===== config.mk =====
export PLATFORM = sky130hd
export DESIGN_NAME = mul8_seq_ctrl
export DESIGN_NICKNAME = d
export VERILOG_FILES = /design/src/rtl/mul8_seq_ctrl.sv
export SDC_FILE = /design/constraint.sdc
export NUM_CORES = 1
export LEC_CHECK = 0
export CORE_MARGIN = 2
export CORE_UTILIZATION = 54
export CTS_CLUSTER_SIZE = 40
export DETAILED_ROUTE_END_ITERATION = 10
export GPL_TIMING_DRIVEN = 0
export PLACE_DENSITY = 0.79
export SETUP_SLACK_MARGIN = 0.5
export SYNTH_ARGS = -nofsm -noshare
export SYNTH_HDL_FRONTEND = slang
export SYNTH_SLANG_ARGS = --single-unit

===== constraint.sdc =====
create_clock -name clk -period 5.3 [get_ports clk]
set_input_delay 0.795 -clock clk [delete_from_list [all_inputs] [get_ports clk]]
set_output_delay 0.795 -clock clk [all_outputs]
set_load 0.01 [all_outputs]

===== src/rtl/mul8_seq_ctrl.sv =====
// 8x8 unsigned sequential multiplier: one 4x4 carry-save array multiplier is
// time-shared over four nibble steps, with a valid/ready handshake on each side.

module Carry_Save_Adder_Multiplier4bits (
  input  logic [3:0] i_a,
  input  logic [3:0] i_b,
  output logic [7:0] o_p
);

  logic [3:0][4:0] w_s;  // row sums; bit 4 is a permanent zero feeding the top column
  logic [3:0][3:0] w_c;  // row carries, each one weight above its sum position
  logic [3:0]      w_hi;

  always_comb begin
    w_s = '0;
    w_c = '0;
    for (int j = 0; j < 4; j++) begin
      w_s[0][j] = i_a[j] & i_b[0];
    end
    for (int i = 1; i < 4; i++) begin
      for (int j = 0; j < 4; j++) begin
        logic x, y, z;
        x = i_a[j] & i_b[i];
        y = w_s[i-1][j+1];
        z = w_c[i-1][j];
        w_s[i][j] = x ^ y ^ z;
        w_c[i][j] = (x & y) | (x & z) | (y & z);
      end
    end
  end

  // Final carry-propagate stage merges the last sum row with its carries.
  assign w_hi = {1'b0, w_s[3][3:1]} + w_c[3];
  assign o_p  = {w_hi, w_s[3][0], w_s[2][0], w_s[1][0], w_s[0][0]};

endmodule

module mul8_seq_ctrl #(
  parameter int unsigned ZERO_SKIP = 1
) (
  input  logic        clk,
  input  logic        rst,
  input  logic        in_valid,
  output logic        in_ready,
  input  logic [7:0]  a,
  input  logic [7:0]  b,
  output logic        out_valid,
  input  logic        out_ready,
  output logic [15:0] product,
  output logic        busy
);

  typedef enum logic [1:0] {StIdle, StMul, StDone} state_e;

  state_e      r_state;
  state_e      w_state_d;
  logic [7:0]  r_a;
  logic [7:0]  r_b;
  logic [15:0] r_acc;
  logic [1:0]  r_step;

  logic        w_accept;
  logic        w_skip;
  logic [3:0]  w_mul_a;
  logic [3:0]  w_mul_b;
  logic [7:0]  w_partial;
  logic [15:0] w_term;

  assign w_accept = in_valid && (r_state == StIdle);
  assign w_skip   = (ZERO_SKIP != 0) && ((a == 8'd0) || (b == 8'd0));

  // step[0] selects the high multiplicand nibble, step[1] the high multiplier nibble
  assign w_mul_a = r_step[0] ? r_a[7:4] : r_a[3:0];
  assign w_mul_b = r_step[1] ? r_b[7:4] : r_b[3:0];

  Carry_Save_Adder_Multiplier4bits u_mul4 (
    .i_a (w_mul_a),
    .i_b (w_mul_b),
    .o_p (w_partial)
  );

  always_comb begin
    w_term = '0;
    unique case (r_step)
      2'd0:    w_term = {8'd0, w_partial};
      2'd1,
      2'd2:    w_term = {4'd0, w_partial, 4'd0};
      2'd3:    w_term = {w_partial, 8'd0};
      default: w_term = '0;
    endcase
  end

  always_ff @(posedge clk) begin
    if (rst) begin
      r_state <= StIdle;
    end else begin
      r_state <= w_state_d;
    end
  end

  always_comb begin
    w_state_d = r_state;
    unique case (r_state)
      StIdle: begin
        if (in_valid) begin
          w_state_d = w_skip ? StDone : StMul;
        end
      end
      StMul: begin
        if (r_step == 2'd3) begin
          w_state_d = StDone;
        end
      end
      StDone: begin
        if (out_ready) begin
          w_state_d = StIdle;
        end
      end
      default: w_state_d = StIdle;
    endcase
  end

  always_comb begin
    in_ready  = 1'b0;
    out_valid = 1'b0;
    busy      = 1'b1;
    unique case (r_state)
      StIdle: begin
        in_ready = 1'b1;
        busy     = 1'b0;
      end
      StMul:   ;
      StDone:  out_valid = 1'b1;
      default: ;
    endcase
  end

  always_ff @(posedge clk) begin
    if (rst) begin
      r_a    <= '0;
      r_b    <= '0;
      r_acc  <= '0;
      r_step <= '0;
    end else if (w_accept) begin
      r_a    <= a;
      r_b    <= b;
      r_acc  <= '0;
      r_step <= '0;
    end else if (r_state == StMul) begin
      r_acc  <= r_acc + w_term;
      r_step <= r_step + 2'd1;
    end
  end

  // Accumulator doubles as the output register so the result persists into IDLE.
  assign product = r_acc;

  a_hold_stable: assert property (@(posedge clk) disable iff (rst)
    (out_valid && !out_ready) |=> (out_valid && $stable(product)));

  a_ready_busy_excl: assert property (@(posedge clk) disable iff (rst)
    !(in_ready && busy));

endmodule


# == Yosys cells after proc, flatten, opt, wreduce, memory -nomap -nowiden ==
# Cells that the tools add are included.
# totals
input_bits,20
wordCells,100
ff_bits,36
out_inout_bits,19
# op_classes
reduce_logical,9
n_eq_ne,8
add_sub_neg,3
bitwise_logic,64
n_mux,11
# ops
operator,n
one-hot mux 16 bit (3 select lines),1
AND 1 bit,37
adder 16 bit,1
zero test 8 bit,2
XOR 1 bit,15
OR 1 bit,12
2-to-1 mux 2 bit,4
2-to-1 mux 4 bit,2
"equality test 2 bit, second input constant",3
"inequality test 2 bit, second input constant",3
one-hot mux 2 bit (3 select lines),1
adder 3 x 3 -> 4 bit,1
"equality test 2 x 1 -> 1 bit, second input constant",2
zero test 2 bit,2
OR reduction 2 bit,2
2-to-1 mux 1 bit,3
AND reduction 3 bit,1
"adder 2 x 1 -> 2 bit, second input constant",1
logical AND 1 bit,1
logical OR 1 bit,1

# == Longest topological paths before layout ==
# depth
depth_word,12
ltp_mapped,20
mapped_depth_nobuf,19

# == Hierarchy ==
# From an unflattened synthesis, not the netlist that was laid out.
# unflattened
cells_unflattened,348
hier_area_um2,2675.1
# by_module_without_submodules
module,instances,seq_area_each_um2,area_each_um2,cells_per_inst
mul8_seq_ctrl,1,720.7,2319.7,307
Carry_Save_Adder_Multiplier4bits,1,0.0,355.3,41

# == Worst setup path after synthesis ==
# Ideal clock, no wire load.
# synth_path
path_kind,register to register
from,register r_step[0]
to,register r_acc[14] (netlist: product[14])
synth_period_minus_slack_ns,4.767
arrival_ns,4.649
required_ns,5.183
path_stages_with_launch,21
setup_ns,0.117
path_buffers,2
slack_ns,0.533
cell_sequence,dfxtp_1 > clkbuf_1 > mux2i_1 > nor2_1 > ha_1 > fa_1 > inv_1 > fa_1 > inv_1 > ha_1 > fa_1 > a22oi_1 > nor2_1 > ha_1 > buf_4 > a21oi_2 > o21ai_1 > a2111o_1 > a311oi_2 > mux2i_1 > nand2_1
# synth_via
elab_chain_cells,12
elab_cells_between_ends,73
cone_classes,2 x add/sub; 3 x eq/ne; 2 x mux; 64 x bitwise; 2 x reduce/logical
# synth_lines
element,line_no,rtl
start: declaration,60,logic [1:0] r_step;
start signal: assignment,151,r_step <= r_step + 2'd1;
2-to-1 mux 4 bit,73,assign w_mul_a = r_step[0] ? r_a[7:4] : r_a[3:0];
AND 1 bit (on tied branches),"23, 18",
XOR 1 bit / AND 1 bit (equally long branches),"26, 27",
AND 1 bit,27,w_c[i][j] = (x & y) | (x & z) | (y & z);
OR 1 bit (2 in a row),27,
AND 1 bit,27,
OR 1 bit (2 in a row),27,
adder 3 x 3 -> 4 bit,33,"assign w_hi = {1'b0, w_s[3][3:1]} + w_c[3];"
one-hot mux 16 bit (3 select lines) *,84,unique case (r_step)
adder 16 bit *,150,r_acc <= r_acc + w_term;
end signal: assignment,150,
end: declaration,59,logic [15:0] r_acc;
# Mark *: on every way between the ends. The rest lies on a longest branch, timed or not.
# A chain may end at the register's enable or synchronous reset.

# == Worst setup path after layout ==
# layout_path
from,register r_step[1]
to,register r_acc[14] (netlist: product[14])
# layout_via
elab_chain_cells,12
elab_cells_between_ends,73
cone_classes,2 x add/sub; 3 x eq/ne; 2 x mux; 64 x bitwise; 2 x reduce/logical
# layout_lines
element,line_no,rtl
2-to-1 mux 4 bit,74,assign w_mul_b = r_step[1] ? r_b[7:4] : r_b[3:0];
AND 1 bit (on tied branches),"23, 18",
XOR 1 bit / AND 1 bit (equally long branches),"26, 27",
AND 1 bit,27,
OR 1 bit (2 in a row),27,
AND 1 bit,27,
OR 1 bit (2 in a row),27,
adder 3 x 3 -> 4 bit,33,
one-hot mux 16 bit (3 select lines) *,84,
adder 16 bit *,150,
# Marks and branches as above.

==> reports/qor.yml <==
outcome: "completed"
crit_top_cell: "fa_1"
avgSynthCellArea_um2: 7.729
die_width_um: 76.97
crit_type: "flop to flop"
clock_path_buffers: 2
syn2layout_area_growth_pct: 29.55
seq_power_share_pct: 44.8
setup_ws_ns: 0.5230
post_synth_num_cell_types: 59
synth_cells: 372
cp-end-kind: "flop"
total_power_mw: 0.6577
ys.flop_type: "dfxtp_1"
hold_viol: 0
gp_congestion: 0.9473
ios: 39
drtIter0Drc: 177
cts.sinks: 36
fin_worst_skew_ns: 0.01071
crit_path_top_delay_cell: "fa_1"
min-delay-start: "r_b[7]$_SDFFE_PP0P_"
p_leak_nw: 1.474
min_period_ns: 4.777
cellPowerDensity_mw_per_mm2: 176.6
swShare_pct: 31.92
drc: 0
synthesis.nets: 423
crit_path_end: "product[14]$_SDFFE_PP0P_"
p_comb_share_pct: 23.9
numPortBuffers: 38
grt_setup_unrepaired: "yes"
grt_pass1_wl_um: 12340
cp_max_fo: 8
required_ns: 5.50
crit_chain: "buf_8 -> mux2i_4 -> nor2_4 -> ha_4 -> fa_1 -> inv_1 -> fa_1 -> inv_1 -> ha_2 -> fa_1 -> a22oi_1 -> nor2_1 -> ha_1 -> buf_6 -> a21oi_4 -> o21ai_1 -> a2111o_1 -> a311oi_2 -> mux2i_1 -> nand2_1"
tightest_slew_ns: 0.5123
synth_commonest_cells: "nand2_1, a21oi_1, dfxtp_1, nor2_1, ha_1"
min_path_type: "flop to flop"
detail-route-antenna-nets: 0
met3_length_um: 434
diodes: 0
dp_hpwl_um: 5504
start_util_pct: 56.30
ff2ff_setup_slack_ns: 0.52
route.met2.wl_um: 3892
p_int_mw: 0.4477
wl_um: 7769
regToRegStartpoint: "r_step[1]$_SDFFE_PP0P_"
yosysMostFrequentCell: "nand2_1"
slew_headroom_pct: 65.85
yosys_register_bits: 36
root_buffer: "clkbuf_8"
slew_viol_final: 0
via_per_inst: 5.836
grtUsageTotal_pct: 25.89
seq_area_frac_synth_pct: 25.07
rr_worst_depth: 20
place_area_mm2: 0.003343
cts_buffers: 5
fp.dieH_um: 76.97
synthArstFlopShare_pct: 0
irDropWorstVdd_mv: 0.1465
coreArea_mm2: 0.005107
arrival_ns: 4.98
power.switching_mw: 0.2100
synth_top_area_cell: "dfxtp_1"
vias: 2924
drt_first_pass_iters: 5
clk_pin_slew_ns: 0.09
insertion_delay_ns: 0.30
synth_area_leaders: "dfxtp_1, ha_1, nand2_1, a21oi_1, fa_1"
clkPwrFrac_pct: 31.3
post_drt_wl_per_cell_um: 15.51
grt-ovfl-total: 0
critPathLaunchType: "flop"
fp-row-count: 26
synth_area_mm2: 0.002875
finalSetupViolCount: 0
fillers: 396
finalInstanceArea_mm2: 0.003725
timing.rr.end: "product[14]$_SDFFE_PP0P_"
fmax_mhz: 209.3
dp_slack_ns: -0.03240
cts.htree.levels: 2
grt_pass1_vias: 2711
top_layer: "met4"
final_nets: 481
synth_top_cell_area_share_pct: 25.07
cap_violations: 0
ys_warn_count: 0
synth-edff-count: 0
dieArea_mm2: 0.005924
finalCritPeriodShare_pct: 90.13
grt_max_degree: 14
crit_start: "r_step[1]$_SDFFE_PP0P_"
antenna_found_initial: 0
ctsHoldBuffers: 0
critical-path-max-stage-delay_ns: 0.52
met1Wirelength_um: 3342
drive_gt1_share_pct: 15.31
tns_ns: 0
cts_tree: "yes"
==> placed cells by master, fill, tap and decap left out, types with 10 or more instances in the layout <==
cell type and n:
a21oi_1 42, nand2_1 60, nor2b_1 10, nor2_1 25
nand3_1 13, ha_1 19, buf_4 11, o21ai_0 12
clkdlybuf4s50_1 38, inv_1 18, dfxtp_1 34
==> per-layer routing <==
metal | vias to the layer above | global-route usage [%]
met4 | 0 | 9.464
met5 | - | 0
met1 | 1361 | 32.62
li1 | 1434 | -
met2 | 115 | 44.56
met3 | 14 | 4.235
==> critical path, delay by kind of cell, from the launching register on <==
kind / cells / cell delay, ns
adder cells (fa/ha/maj): 6 / 2.08
multiplexers: 2 / 0.53
AO/OA/AOI/OAI: 5 / 1.01
flip-flops: 1 / 0.36
AND/OR/NAND/NOR: 3 / 0.31
buffers and inverters: 4 / 0.36
==> layout make-up <==
cell class / instances / area (um2) / share of cell area [%]
clock inverters: 3 / 21.27 / 0.5710
flip-flops and latches: 36 / 723.2 / 19.42
well taps: 70 / 87.58 / 2.351
plain buffers: 16 / 110.1 / 2.956
multi-input cells: 300 / 2153 / 57.81
clock buffers: 5 / 68.82 / 1.847
inverters: 20 / 75.07 / 2.015
repair buffers: 51 / 485.5 / 13.03
==> per-stage QoR <==
stage	hold slack, ns	std cells	util (%)
after floorplan	0.4329	372	-
after global placement	0.4411	480	65.46
after detailed placement	0.4464	480	65.46
after CTS	0.4580	497	70.48
after global routing	0.4835	501	72.93
final	0.4572	501	72.93
==> logic make-up (layout without fill, tap and decap cells) <==
group | Yosys count | in the layout | synth area share [%]
xor gates and xnor gates | 5 | 5 | 1.523
DFF | 36 | 36 | 25.07
adders and majority gates | 31 | 31 | 15.58
buffers and inverters | 36 | 95 | 5.526
muxes | 15 | 15 | 5.396
AOI/OAI and AO/OA | 91 | 91 | 20.41
and+or+nand+nor | 158 | 158 | 26.50
==> worst min path at each step <==
stage	endpoint	slack (ns)	cells after the start
3_5_place_dp	r_b[7]$_SDFFE_PP0P_	0.45	2
3_3_place_gp	r_b[7]$_SDFFE_PP0P_	0.44	2
5_1_grt	r_b[2]$_SDFFE_PP0P_	0.48	2
6_report	r_b[7]$_SDFFE_PP0P_	0.46	2
4_1_cts	r_b[7]$_SDFFE_PP0P_	0.46	2
2_1_floorplan	r_b[6]$_SDFFE_PP0P_	0.43	2
==> timing repair <==
item                                    in CTS  in global routing
gates cloned                                 0                  0
pin swaps                                    5                 19
setup buffers                                9                  4
endpoints found under the setup margin       9                  8
gates resized for setup                     22                 24
==> state kept, by name (all words and copies together) (netlist names) <==
signal   flops
r_b          8
r_a          8
r_state      2
r_step       2
product     16
==> power groups by stage <==
stage / Sequential [mW] / Combinational [mW] / Clock, mW
4_1_cts: 0.293 / 0.148 / 0.207
6_report: 0.295 / 0.157 / 0.206
3_3_place_gp: 0.296 / 0.131 / 0
5_1_grt: 0.296 / 0.171 / 0.222
2_1_floorplan: 0.296 / 0.0845 / 0
3_5_place_dp: 0.297 / 0.134 / 0
(Power assumes the default switching activity.)
